===== config.mk =====
export PLATFORM = sky130hd
export DESIGN_NAME = imem_boot_loader_flat
export DESIGN_NICKNAME = d
export VERILOG_FILES = /design/src/rtl/imem_boot_loader_if.sv /design/src/rtl/imem_boot_loader.sv /design/src/flat_wrapper.sv
export SDC_FILE = /design/constraint.sdc
export NUM_CORES = 1
export LEC_CHECK = 0
export BUFFER_PORTS_ARGS = -buffer_cell sky130_fd_sc_hd__buf_2
export CAP_MARGIN = 25
export CORE_MARGIN = 4
export CORE_UTILIZATION = 30
export DETAILED_ROUTE_END_ITERATION = 8
export SLEW_MARGIN = 20
export SYNTH_ARGS = -nofsm -noshare
export SYNTH_HDL_FRONTEND = slang
export SYNTH_SLANG_ARGS = --single-unit

===== constraint.sdc =====
create_clock -name clk -period 4.4 [get_ports clk]
set_input_delay 0.44 -clock clk [delete_from_list [all_inputs] [get_ports clk]]
set_output_delay 0.44 -clock clk [all_outputs]
set_load 0.02 [all_outputs]

===== src/rtl/imem_boot_loader_if.sv =====
// Byte-stream receive and imem write bundle for the boot loader.
// master: stream source / imem side; slave: the loader itself.
interface imem_boot_loader_if #(
   parameter int ADDR_WIDTH = 8
);
   logic [7:0]            rx_data;
   logic                  rx_valid;
   logic                  rx_ready;
   logic                  imem_we;
   logic [ADDR_WIDTH-1:0] imem_waddr;
   logic [31:0]           imem_wdata;

   modport master (
      output rx_data,
      output rx_valid,
      input  rx_ready,
      input  imem_we,
      input  imem_waddr,
      input  imem_wdata
   );

   modport slave (
      input  rx_data,
      input  rx_valid,
      output rx_ready,
      output imem_we,
      output imem_waddr,
      output imem_wdata
   );
endinterface


===== src/rtl/imem_boot_loader.sv =====
// Boot loader: framed byte image -> big-endian imem words, XOR checked.
// Ports: clk, reset (async, active-low), start, bus (rx stream in, imem
// write out), cpu_reset, busy, done, error, error_code, words_loaded.
module imem_boot_loader #(
   parameter int ADDR_WIDTH     = 8,
   parameter int TIMEOUT_CYCLES = 1000
) (
   input  logic                  clk,
   input  logic                  reset,
   input  logic                  start,
   imem_boot_loader_if.slave     bus,
   output logic                  cpu_reset,
   output logic                  busy,
   output logic                  done,
   output logic                  error,
   output logic [1:0]            error_code,
   output logic [ADDR_WIDTH:0]   words_loaded
);

   localparam int TW = $clog2(TIMEOUT_CYCLES);

   typedef enum logic [2:0] {
      S_IDLE,
      S_LEN_HI,
      S_LEN_LO,
      S_DATA,
      S_CHECK,
      S_DONE,
      S_ERROR
   } state_t;

   state_t              r_state;
   logic [15:0]         r_len;
   logic [23:0]         r_asm;
   logic [1:0]          r_bcnt;
   logic [7:0]          r_csum;
   logic [TW-1:0]       r_tmo;

   logic                w_acc;
   logic [15:0]         w_len;
   logic                w_len_bad;
   logic [ADDR_WIDTH:0] w_wnext;
   logic                w_last;
   logic                w_tmo_exp;

   // rx_ready is high exactly in the receiving states, so it doubles
   // as the "receiving" state flag.
   assign w_acc     = bus.rx_valid & bus.rx_ready;
   assign w_len     = {r_len[15:8], bus.rx_data};
   assign w_len_bad = (w_len == 16'd0) ||
                      (32'(w_len) > (32'd1 << ADDR_WIDTH));
   assign w_wnext   = words_loaded + {{ADDR_WIDTH{1'b0}}, 1'b1};
   assign w_last    = (32'(w_wnext) == 32'(r_len));
   assign w_tmo_exp = (r_tmo == TW'(TIMEOUT_CYCLES - 1));

   always_ff @(posedge clk or negedge reset) begin
      if (!reset) begin
         r_state         <= S_IDLE;
         r_len           <= '0;
         r_asm           <= '0;
         r_bcnt          <= '0;
         r_csum          <= '0;
         r_tmo           <= '0;
         bus.rx_ready    <= 1'b0;
         bus.imem_we     <= 1'b0;
         bus.imem_waddr  <= '0;
         bus.imem_wdata  <= '0;
         cpu_reset       <= 1'b1;
         busy            <= 1'b0;
         done            <= 1'b0;
         error           <= 1'b0;
         error_code      <= 2'd0;
         words_loaded    <= '0;
      end else begin
         bus.imem_we <= 1'b0;
         unique case (r_state)
            S_IDLE, S_DONE, S_ERROR: begin
               if (start) begin
                  r_state      <= S_LEN_HI;
                  r_csum       <= '0;
                  r_bcnt       <= '0;
                  r_tmo        <= '0;
                  bus.rx_ready <= 1'b1;
                  cpu_reset    <= 1'b1;
                  busy         <= 1'b1;
                  done         <= 1'b0;
                  error        <= 1'b0;
                  error_code   <= 2'd0;
                  words_loaded <= '0;
               end
            end
            S_LEN_HI: begin
               if (w_acc) begin
                  r_len[15:8] <= bus.rx_data;
                  r_state     <= S_LEN_LO;
               end
            end
            S_LEN_LO: begin
               if (w_acc) begin
                  r_len[7:0] <= bus.rx_data;
                  if (w_len_bad) begin
                     r_state      <= S_ERROR;
                     bus.rx_ready <= 1'b0;
                     busy         <= 1'b0;
                     error        <= 1'b1;
                     error_code   <= 2'd1;
                  end else begin
                     r_state <= S_DATA;
                  end
               end
            end
            S_DATA: begin
               if (w_acc) begin
                  r_asm  <= {r_asm[15:0], bus.rx_data};
                  r_csum <= r_csum ^ bus.rx_data;
                  r_bcnt <= r_bcnt + 2'd1;
                  if (r_bcnt == 2'd3) begin
                     bus.imem_we    <= 1'b1;
                     bus.imem_wdata <= {r_asm, bus.rx_data};
                     bus.imem_waddr <= words_loaded[ADDR_WIDTH-1:0];
                     words_loaded   <= w_wnext;
                     if (w_last) begin
                        r_state <= S_CHECK;
                     end
                  end
               end
            end
            S_CHECK: begin
               if (w_acc) begin
                  bus.rx_ready <= 1'b0;
                  busy         <= 1'b0;
                  if (bus.rx_data == r_csum) begin
                     r_state   <= S_DONE;
                     done      <= 1'b1;
                     cpu_reset <= 1'b0;
                  end else begin
                     r_state    <= S_ERROR;
                     error      <= 1'b1;
                     error_code <= 2'd2;
                  end
               end
            end
            default: begin
               r_state <= S_IDLE;
            end
         endcase

         // Idle-gap watchdog; an accept on the expiring cycle wins.
         if (bus.rx_ready) begin
            if (w_acc) begin
               r_tmo <= '0;
            end else if (w_tmo_exp) begin
               r_state      <= S_ERROR;
               bus.rx_ready <= 1'b0;
               busy         <= 1'b0;
               error        <= 1'b1;
               error_code   <= 2'd3;
            end else begin
               r_tmo <= r_tmo + 1'b1;
            end
         end
      end
   end

endmodule


===== src/flat_wrapper.sv =====
// flat-port wrapper written by rule: the top's interface ports become plain ports
module imem_boot_loader_flat 
#(
   parameter int ADDR_WIDTH     = 8,
   parameter int TIMEOUT_CYCLES = 1000
)
  (clk, reset, start, cpu_reset, busy, done, error, error_code, words_loaded, bus_rx_data, bus_rx_valid, bus_rx_ready, bus_imem_we, bus_imem_waddr, bus_imem_wdata);
  imem_boot_loader_if #(.ADDR_WIDTH(ADDR_WIDTH)) bus_i ();
  input  logic clk;
  input  logic reset;
  input  logic start;
  output logic cpu_reset;
  output logic busy;
  output logic done;
  output logic error;
  output logic [1:0] error_code;
  output logic [ADDR_WIDTH:0] words_loaded;
  input wire logic [$bits(bus_i.rx_data)-1:0] bus_rx_data;
  input wire logic [$bits(bus_i.rx_valid)-1:0] bus_rx_valid;
  output wire logic [$bits(bus_i.rx_ready)-1:0] bus_rx_ready;
  output wire logic [$bits(bus_i.imem_we)-1:0] bus_imem_we;
  output wire logic [$bits(bus_i.imem_waddr)-1:0] bus_imem_waddr;
  output wire logic [$bits(bus_i.imem_wdata)-1:0] bus_imem_wdata;
  assign bus_i.rx_data = bus_rx_data;
  assign bus_i.rx_valid = bus_rx_valid;
  assign bus_rx_ready = bus_i.rx_ready;
  assign bus_imem_we = bus_i.imem_we;
  assign bus_imem_waddr = bus_i.imem_waddr;
  assign bus_imem_wdata = bus_i.imem_wdata;
  imem_boot_loader #(.ADDR_WIDTH(ADDR_WIDTH), .TIMEOUT_CYCLES(TIMEOUT_CYCLES)) u_core (.clk(clk), .reset(reset), .start(start), .bus(bus_i), .cpu_reset(cpu_reset), .busy(busy), .done(done), .error(error), .error_code(error_code), .words_loaded(words_loaded));
endmodule

==> Word-level counts from Yosys, hierarchy flattened <==
Index checks and enable logic that the tools add are counted.
{ "totals": {"word_cells": 124, "register_bits": 120, "inputBits": 12, "out_inout_bits": 57} }
{ "op_classes": {"n_reduce_logical": 13, "n_addsub": 3, "order_cmp": 1, "bitwise": 2, "n_eq_ne": 15, "mux": 73} }
{ "ops": {"columns": ["cell", "n"], "rows": [
  ["two-way mux 10 bit", 5],
  ["two-way mux 3 bit", 11],
  ["two-way mux 1 bit", 31],
  ["two-way mux 9 bit", 3],
  ["two-way mux 2 bit", 11],
  ["case mux 9 bit (2 select lines)", 1],
  ["equality test 9 x 16 -> 1 bit", 1],
  ["> comparator 16 x 9 -> 1 bit (second input constant)", 1],
  ["logical NOT 16 bit", 1],
  ["two-way mux 8 bit", 2],
  ["case mux 8 bit (2 select lines)", 1],
  ["case mux 3 bit (5 select lines)", 1],
  ["adder 10 x 1 -> 10 bit (second input constant)", 1],
  ["equality test 10 bit (second input constant)", 1],
  ["adder 9 x 1 -> 9 bit (second input constant)", 1],
  ["equality test 3 bit (second input constant)", 3],
  ["case mux 1 bit (3 select lines)", 3],
  ["equality test 8 bit", 1],
  ["!= test 2 x 1 -> 1 bit (second input constant)", 4],
  ["AND reduction 4 bit", 2],
  ["bitwise XOR 8 bit", 1],
  ["equality test 3 x 2 -> 1 bit (second input constant)", 2],
  ["case mux 2 bit (3 select lines)", 1],
  ["AND reduction 2 bit", 3],
  ["other kinds (12)", 15]
]} }

==> Longest topological paths before layout <==
{ "logic_depth": {"ltp_word": 9, "mapped_depth": 9, "depth_no_buf": 7} }

==> Worst setup path before layout <==
Ideal clock, no wire load.
{ "synth_timing": {"kind": "register -> register", "from": "register u_core.words_loaded[0]", "to": "register u_core.r_state[1]", "path_buffers": 1, "slack_ps": 2377, "setup_ps": 124, "required_ps": 4276, "arrival_ps": 1899, "path_stages_with_launch": 9, "period_less_slack_ps": 2023, "cell_sequence": "dfrtp_1 > ha_1 > and3_1 > buf_4 > a21o_1 > a2111oi_2 > nand4_1 > o211ai_1 > nand2_1"} }
{ "synth_between": {"elab_chain_len": 9} }
{ "synth_rtl": {"columns": ["item", "line", "rtl"], "rows": [
  ["start: declaration", "imem_boot_loader.sv:17", "output logic [ADDR_WIDTH:0] words_loaded"],
  ["start signal: assignment", "imem_boot_loader.sv:121", "words_loaded <= w_wnext;"],
  ["adder 9 x 1 -> 9 bit (*)", "imem_boot_loader.sv:52", "assign w_wnext = words_loaded + {{ADDR_WIDTH{1'b0}}, 1'b1};"],
  ["equality test 9 x 16 -> 1 bit (*)", "imem_boot_loader.sv:53", "assign w_last = (32'(w_wnext) == 32'(r_len));"],
  ["two-way mux 3 bit (*)", "imem_boot_loader.sv:122", "if (w_last) begin"],
  ["two-way mux 3 bit (*)", "imem_boot_loader.sv:117", "if (r_bcnt == 2'd3) begin"],
  ["two-way mux 3 bit (*)", "imem_boot_loader.sv:113", "if (w_acc) begin"],
  ["case mux 3 bit (5 select lines) (*)", "imem_boot_loader.sv:76", "unique case (r_state)"],
  ["two-way mux 3 bit", "imem_boot_loader.sv:152", "end else if (w_tmo_exp) begin"],
  ["two-way mux 3 bit", "imem_boot_loader.sv:150", "if (w_acc) begin"],
  ["two-way mux 3 bit (*)", "imem_boot_loader.sv:149", "if (bus.rx_ready) begin"],
  ["end signal: assignment", "imem_boot_loader.sv:79", "r_state <= S_LEN_HI;"],
  ["end signal: assignment", "imem_boot_loader.sv:144", "r_state <= S_IDLE;"],
  ["end signal: assignment", "imem_boot_loader.sv:153", "r_state <= S_ERROR;"],
  ["end: declaration", "imem_boot_loader.sv:32", "state_t r_state;"]
]} }
Every way passes the cells marked *; elsewhere a longest branch is shown, timed or not.
A chain may end at the register's enable or synchronous reset.

==> Worst setup path in the final report <==
{ "layout_timing": {"from": "register u_core.r_state[0]", "to": "register u_core.words_loaded[5]"} }
{ "layout_between": {"elab_chain_len": 4, "word_cells_on_any_way": 11, "classes_between": "6 x eq/ne; 1 x mux; 4 x reduce/logical"} }
{ "layout_rtl": {"columns": ["item", "line", "rtl"], "rows": [
  ["start signal: assignment", "imem_boot_loader.sv:58", "r_state <= S_IDLE;"],
  ["start signal: assignment", "imem_boot_loader.sv:79", null],
  ["start signal: assignment", "imem_boot_loader.sv:95", "r_state <= S_LEN_LO;"],
  ["equality test 3 bit / logical NOT 3 bit (equally long branches)", "imem_boot_loader.sv:76", null],
  ["OR reduction 3 bit", "imem_boot_loader.sv:76", null],
  ["!= test 2 bit (no source line) / nonzero test 2 bit (equally long branches)", null, null],
  ["AND reduction 4 bit (no source line)", null, null]
]} }
Several ways; a longest one is shown, not always the timed one.

==> impl_results.rst <==
.. list-table::
   :header-rows: 1

   * - Metric
     - Value
   * - Core ar.
     - 18,000 µm²
   * - Outcome
     - finished, final reports clean
   * - Number of setup buffers added after CTS
     - 0
   * - Area of the die
     - 20,600 µm²
   * - Leading register cell type out of synthesis
     - sky130_fd_sc_hd__dfrtp_1
   * - Final routed DRC violation total
     - 0
   * - RePlAce Congestion
     - 0.881
   * - Setup total negative slack
     - 0 ns
   * - Int Pwr
     - roughly 2.7 mW
   * - Dominant cell type by area after synthesis
     - sky130_fd_sc_hd__dfrtp_1
   * - Final cell utilization of the core
     - 37.1%
   * - Vias in the first global route
     - 4,227
   * - Die extent in x
     - about 140 µm
   * - Average via count per standard cell
     - about 4.8
   * - Distinct cell type count after synthesis
     - 57
   * - Commonest non-fill, non-tap cells in the layout
     - sky130_fd_sc_hd__nand2_1 (180), sky130_fd_sc_hd__dfrtp_1 (119), sky130_fd_sc_hd__buf_2 (67), sky130_fd_sc_hd__o21ai_0 (41), sky130_fd_sc_hd__mux2_2 (31)
   * - Clk sinks
     - 120
   * - Share of total power in sequential cells
     - 40.9%
   * - Number of maximum-capacitance constraint violations
     - 0
   * - Number of buffers inserted during clock tree synthesis
     - 17
   * - Via count
     - approximately 4,300
   * - FP Rows
     - 49
   * - Part of the total power dissipated in combinational logic
     - 24.2%
   * - Fraction of final layout cells sized beyond drive strength 1
     - 23.9%
   * - Wire length of the first global-routing pass
     - approximately 22,000 µm
   * - Starting Density
     - 30.6%
   * - Final Skew
     - 0.0104 ns
   * - Leakage power of the design
     - 3.34 nW
   * - Setup Crit Path Kind
     - flop to flop
   * - Total number of yosys warnings
     - 0
   * - Class of the most critical hold timing path
     - primary input to async pin
   * - Maximum root-to-sink buffer count
     - 2
   * - Pin count of the biggest net entering global routing
     - 71
   * - Most common library cell in the layout ignoring fill and taps
     - sky130_fd_sc_hd__nand2_1
   * - Multi-input logic area
     - around 2400 µm²
   * - Net switching component of the power
     - 1.35 mW
   * - Final Routed Wirelength
     - 13,000 µm
   * - Pin slew with the least headroom to its limit
     - 0.882 ns
   * - Clock root cell
     - sky130_fd_sc_hd__clkbuf_16
   * - Crit path buffers/inverters
     - 4
   * - Top delay family on crit path
     - buffers and inverters
   * - Latest clock arrival within the worst-skew pair
     - between 0.4 and 0.5 ns
   * - Peak supply drop
     - 231 µV
   * - Cell area after synthesis
     - 5520 µm²
   * - Total of hold buffers inserted after clock tree synthesis
     - 0
   * - 1st-pass router iterations
     - 4
   * - Number of DRC markers in iteration 0
     - 380
   * - Slowest library cell on the worst path
     - sky130_fd_sc_hd__dfrtp_1
   * - Final non-filler cell total
     - 883
   * - Combined global-route utilization of all metal layers
     - 13.4%
   * - Switching portion of total power
     - about a third
   * - Cells after Synth
     - 572
   * - Instance count after placement with tap cells included
     - 851
   * - Count of pins on the block boundary
     - 69
   * - CTS tree
     - yes
   * - Leading cell types by total area after synthesis
     - sky130_fd_sc_hd__dfrtp_1 (54%), sky130_fd_sc_hd__nand2_1 (12%), sky130_fd_sc_hd__mux2_2 (6.3%), sky130_fd_sc_hd__o21ai_0 (3.7%), sky130_fd_sc_hd__xnor2_1 (3.2%)
   * - Number of nets in the layout
     - 656
   * - Post-DR wirelength/cell
     - 14.8 µm
   * - CP Max Fanout
     - 29
   * - Antenna viol nets, final
     - 0
   * - Final count of pins violating max slew
     - 0
   * - PostCTS Resize Cnt
     - 0
   * - Fill cell instance count of the final layout
     - 1,822
   * - Proportion of synthesized flip-flops having asynchronous set or reset
     - 100%
   * - GR Overflow Total
     - 0
   * - CTS clock-pin slew for the worst setup and hold paths
     - 0.06 ns
   * - Footprint of the flip-flops and latches
     - 3000 µm²
   * - Area growth from synthesis to final layout
     - 21.3%
   * - Synthesized flop and latch total
     - 120
   * - Ratio of final minimum period to clock period
     - approximately three fifths
   * - Final HPWL DP
     - 8840 µm
   * - Startpoint type of the worst setup path
     - flop
   * - Endpoint kind of the worst setup timing path
     - flop
   * - Number of antenna violations at the first check in global routing
     - 0
   * - Number of antenna cells inserted
     - 0
   * - Critical Path Max Stage Delay
     - ~0.74 ns
   * - Avg Synthesized Cell Area
     - 9.65 µm²
   * - Die height
     - roughly 140 µm
   * - Worst slack after detailed placement
     - around 1.8 ns
   * - Fin crit period
     - 2.56 ns
   * - Number of H-tree branching levels
     - 4
   * - Power per cell area
     - 610 nW/µm²
   * - Syn Nets
     - 587
   * - Data required time of the worst path
     - 4.68 ns
   * - Ordered list of cells on the worst path
     - inv_1 > nor3_4 > buf_4 > nand2_2 > inv_1 > buf_4 > nor2_2 > o21ai_0 > o31ai_1
   * - Worst slew slack as a fraction of its limit
     - approximately 41%
   * - Critical Path AT
     - between 2 and 3 ns
   * - Count of flip-flops with a built-in enable after synthesis
     - 0
   * - Post-synthesis sequential area ratio
     - 54.4%
   * - Number of input and output port buffers inserted
     - 68
   * - Max Clock Freq
     - around 0.39 GHz
   * - Setup slack of the critical path after layout
     - 1.84 ns
   * - Setup repair after global routing missed its margin
     - false
   * - Clock power frac
     - 34.9%
   * - Total setup violations reported at the end of the flow
     - 0
   * - Area share of the leading cell type in the synthesized netlist
     - 53.9%
   * - Number of endpoints with negative hold slack in the final report
     - 0
[cells in the mapped netlist, drive strengths merged, types with 2 or more instances]
| master | n |
|---|---|
| or4 | 2 |
| and3 | 10 |
| nor4 | 3 |
| clkbuf | 7 |
| a31oi | 6 |
| and2 | 2 |
| nand2b | 3 |
| o22ai | 2 |
| ha | 3 |
| o21bai | 2 |
| o31ai | 4 |
| mux2 | 31 |
| nor2b | 5 |
| xor2 | 3 |
| o41ai | 2 |
| a21oi | 16 |
| o21a | 2 |
| nor2 | 28 |
| o21ai | 51 |
| a211oi | 2 |
| nand2 | 182 |
| o211ai | 2 |
| xnor2 | 20 |
| nand3 | 9 |
| buf | 17 |
| dfrtp | 119 |
| nor3 | 13 |
| inv | 6 |
| nand4 | 5 |
[final timing paths]
path	start	endpoint	slack, ns	cells past startpoint
max reg2reg	u_core.r_state[0]	u_core.words_loaded[5]	1.84	9
max	u_core.r_state[0]	u_core.words_loaded[5]	1.84	9
min	reset	u_core.bus.imem_wdata[25]	0.14	1
min in group clk	bus_rx_valid	u_core.r_tmo[7]	0.36	2
max in group asynchronous	reset	u_core.bus.imem_waddr[4]	3.36	2
min reg2reg	u_core.bus.imem_wdata[9]	u_core.bus.imem_wdata[9]	0.47	2
[per-layer routing]
layer | track usage, % | vias to the layer above | part of all wire [%]
met2 | 20.2 | 87 | 46
met5 | 0 | - | 0
li1 | - | 2081 | -
met3 | 3.96 | 16 | 4.9
met4 | 5.25 | 0 | 1.4
met1 | 18.2 | 2077 | 48
[per-stage QoR]
| step | instance area [µm²] | hold WS (ns) | total power, mW |
|---|---|---|---|
| 6_report | 6700 | 0.143 | 4.09 |
| 5_1_grt | 6700 | 0.215 | 4.36 |
| 4_1_cts | 6700 | 0.183 | 4.13 |
| 3_5_place_dp | 6090 | 0.460 | 2.69 |
| 3_3_place_gp | 6090 | 0.454 | 2.67 |
| 2_1_floorplan | 5520 | 0.144 | 2.40 |
[cell type report]
class | instances | area share [%]
clock buffers | 20 | 6.82
clock inverters | 12 | 2.22
inverters | 6 | 0.336
multi-input cells | 422 | 35.7
flip-flops and latches | 120 | 44.9
well taps | 229 | 4.28
repair buffers | 74 | 5.79
[sequential cells by signal, summed over array words and instances (netlist names)]
name and cells:
u_core.error_code 2, u_core.r_asm 24, u_core.bus.imem_waddr 8, u_core.bus.imem_wdata 32
u_core.r_csum 8, u_core.error 1, u_core.r_len 16, u_core.bus.rx_ready 1
u_core.bus.imem_we 1, u_core.r_tmo 10, u_core.busy 1, u_core.done 1
u_core.r_state 3, u_core.words_loaded 9, u_core.cpu_reset 1, u_core.r_bcnt 2
[power groups by stage]
stage	combinational [mW]	sequential (mW)	clock, mW
final	0.989	1.67	1.43
after global routing	1.12	1.72	1.51
after CTS	1.00	1.67	1.46
after detailed placement	0.995	1.69	0
after global placement	0.981	1.69	0
after floorplan	0.739	1.66	0
[cell families after synthesis]
group / after synthesis / share of synthesized area, %
xor gates and xnor gates: 24 / 4.06
AOI/OAI and AO/OA: 96 / 10.4
buffers and inverters: 30 / 2.43
and+or+nand+nor: 268 / 21.7
adders and majority gates: 3 / 0.680
muxes: 31 / 6.32
DFF: 120 / 54.4
Power figures use the tool's default switching activity.
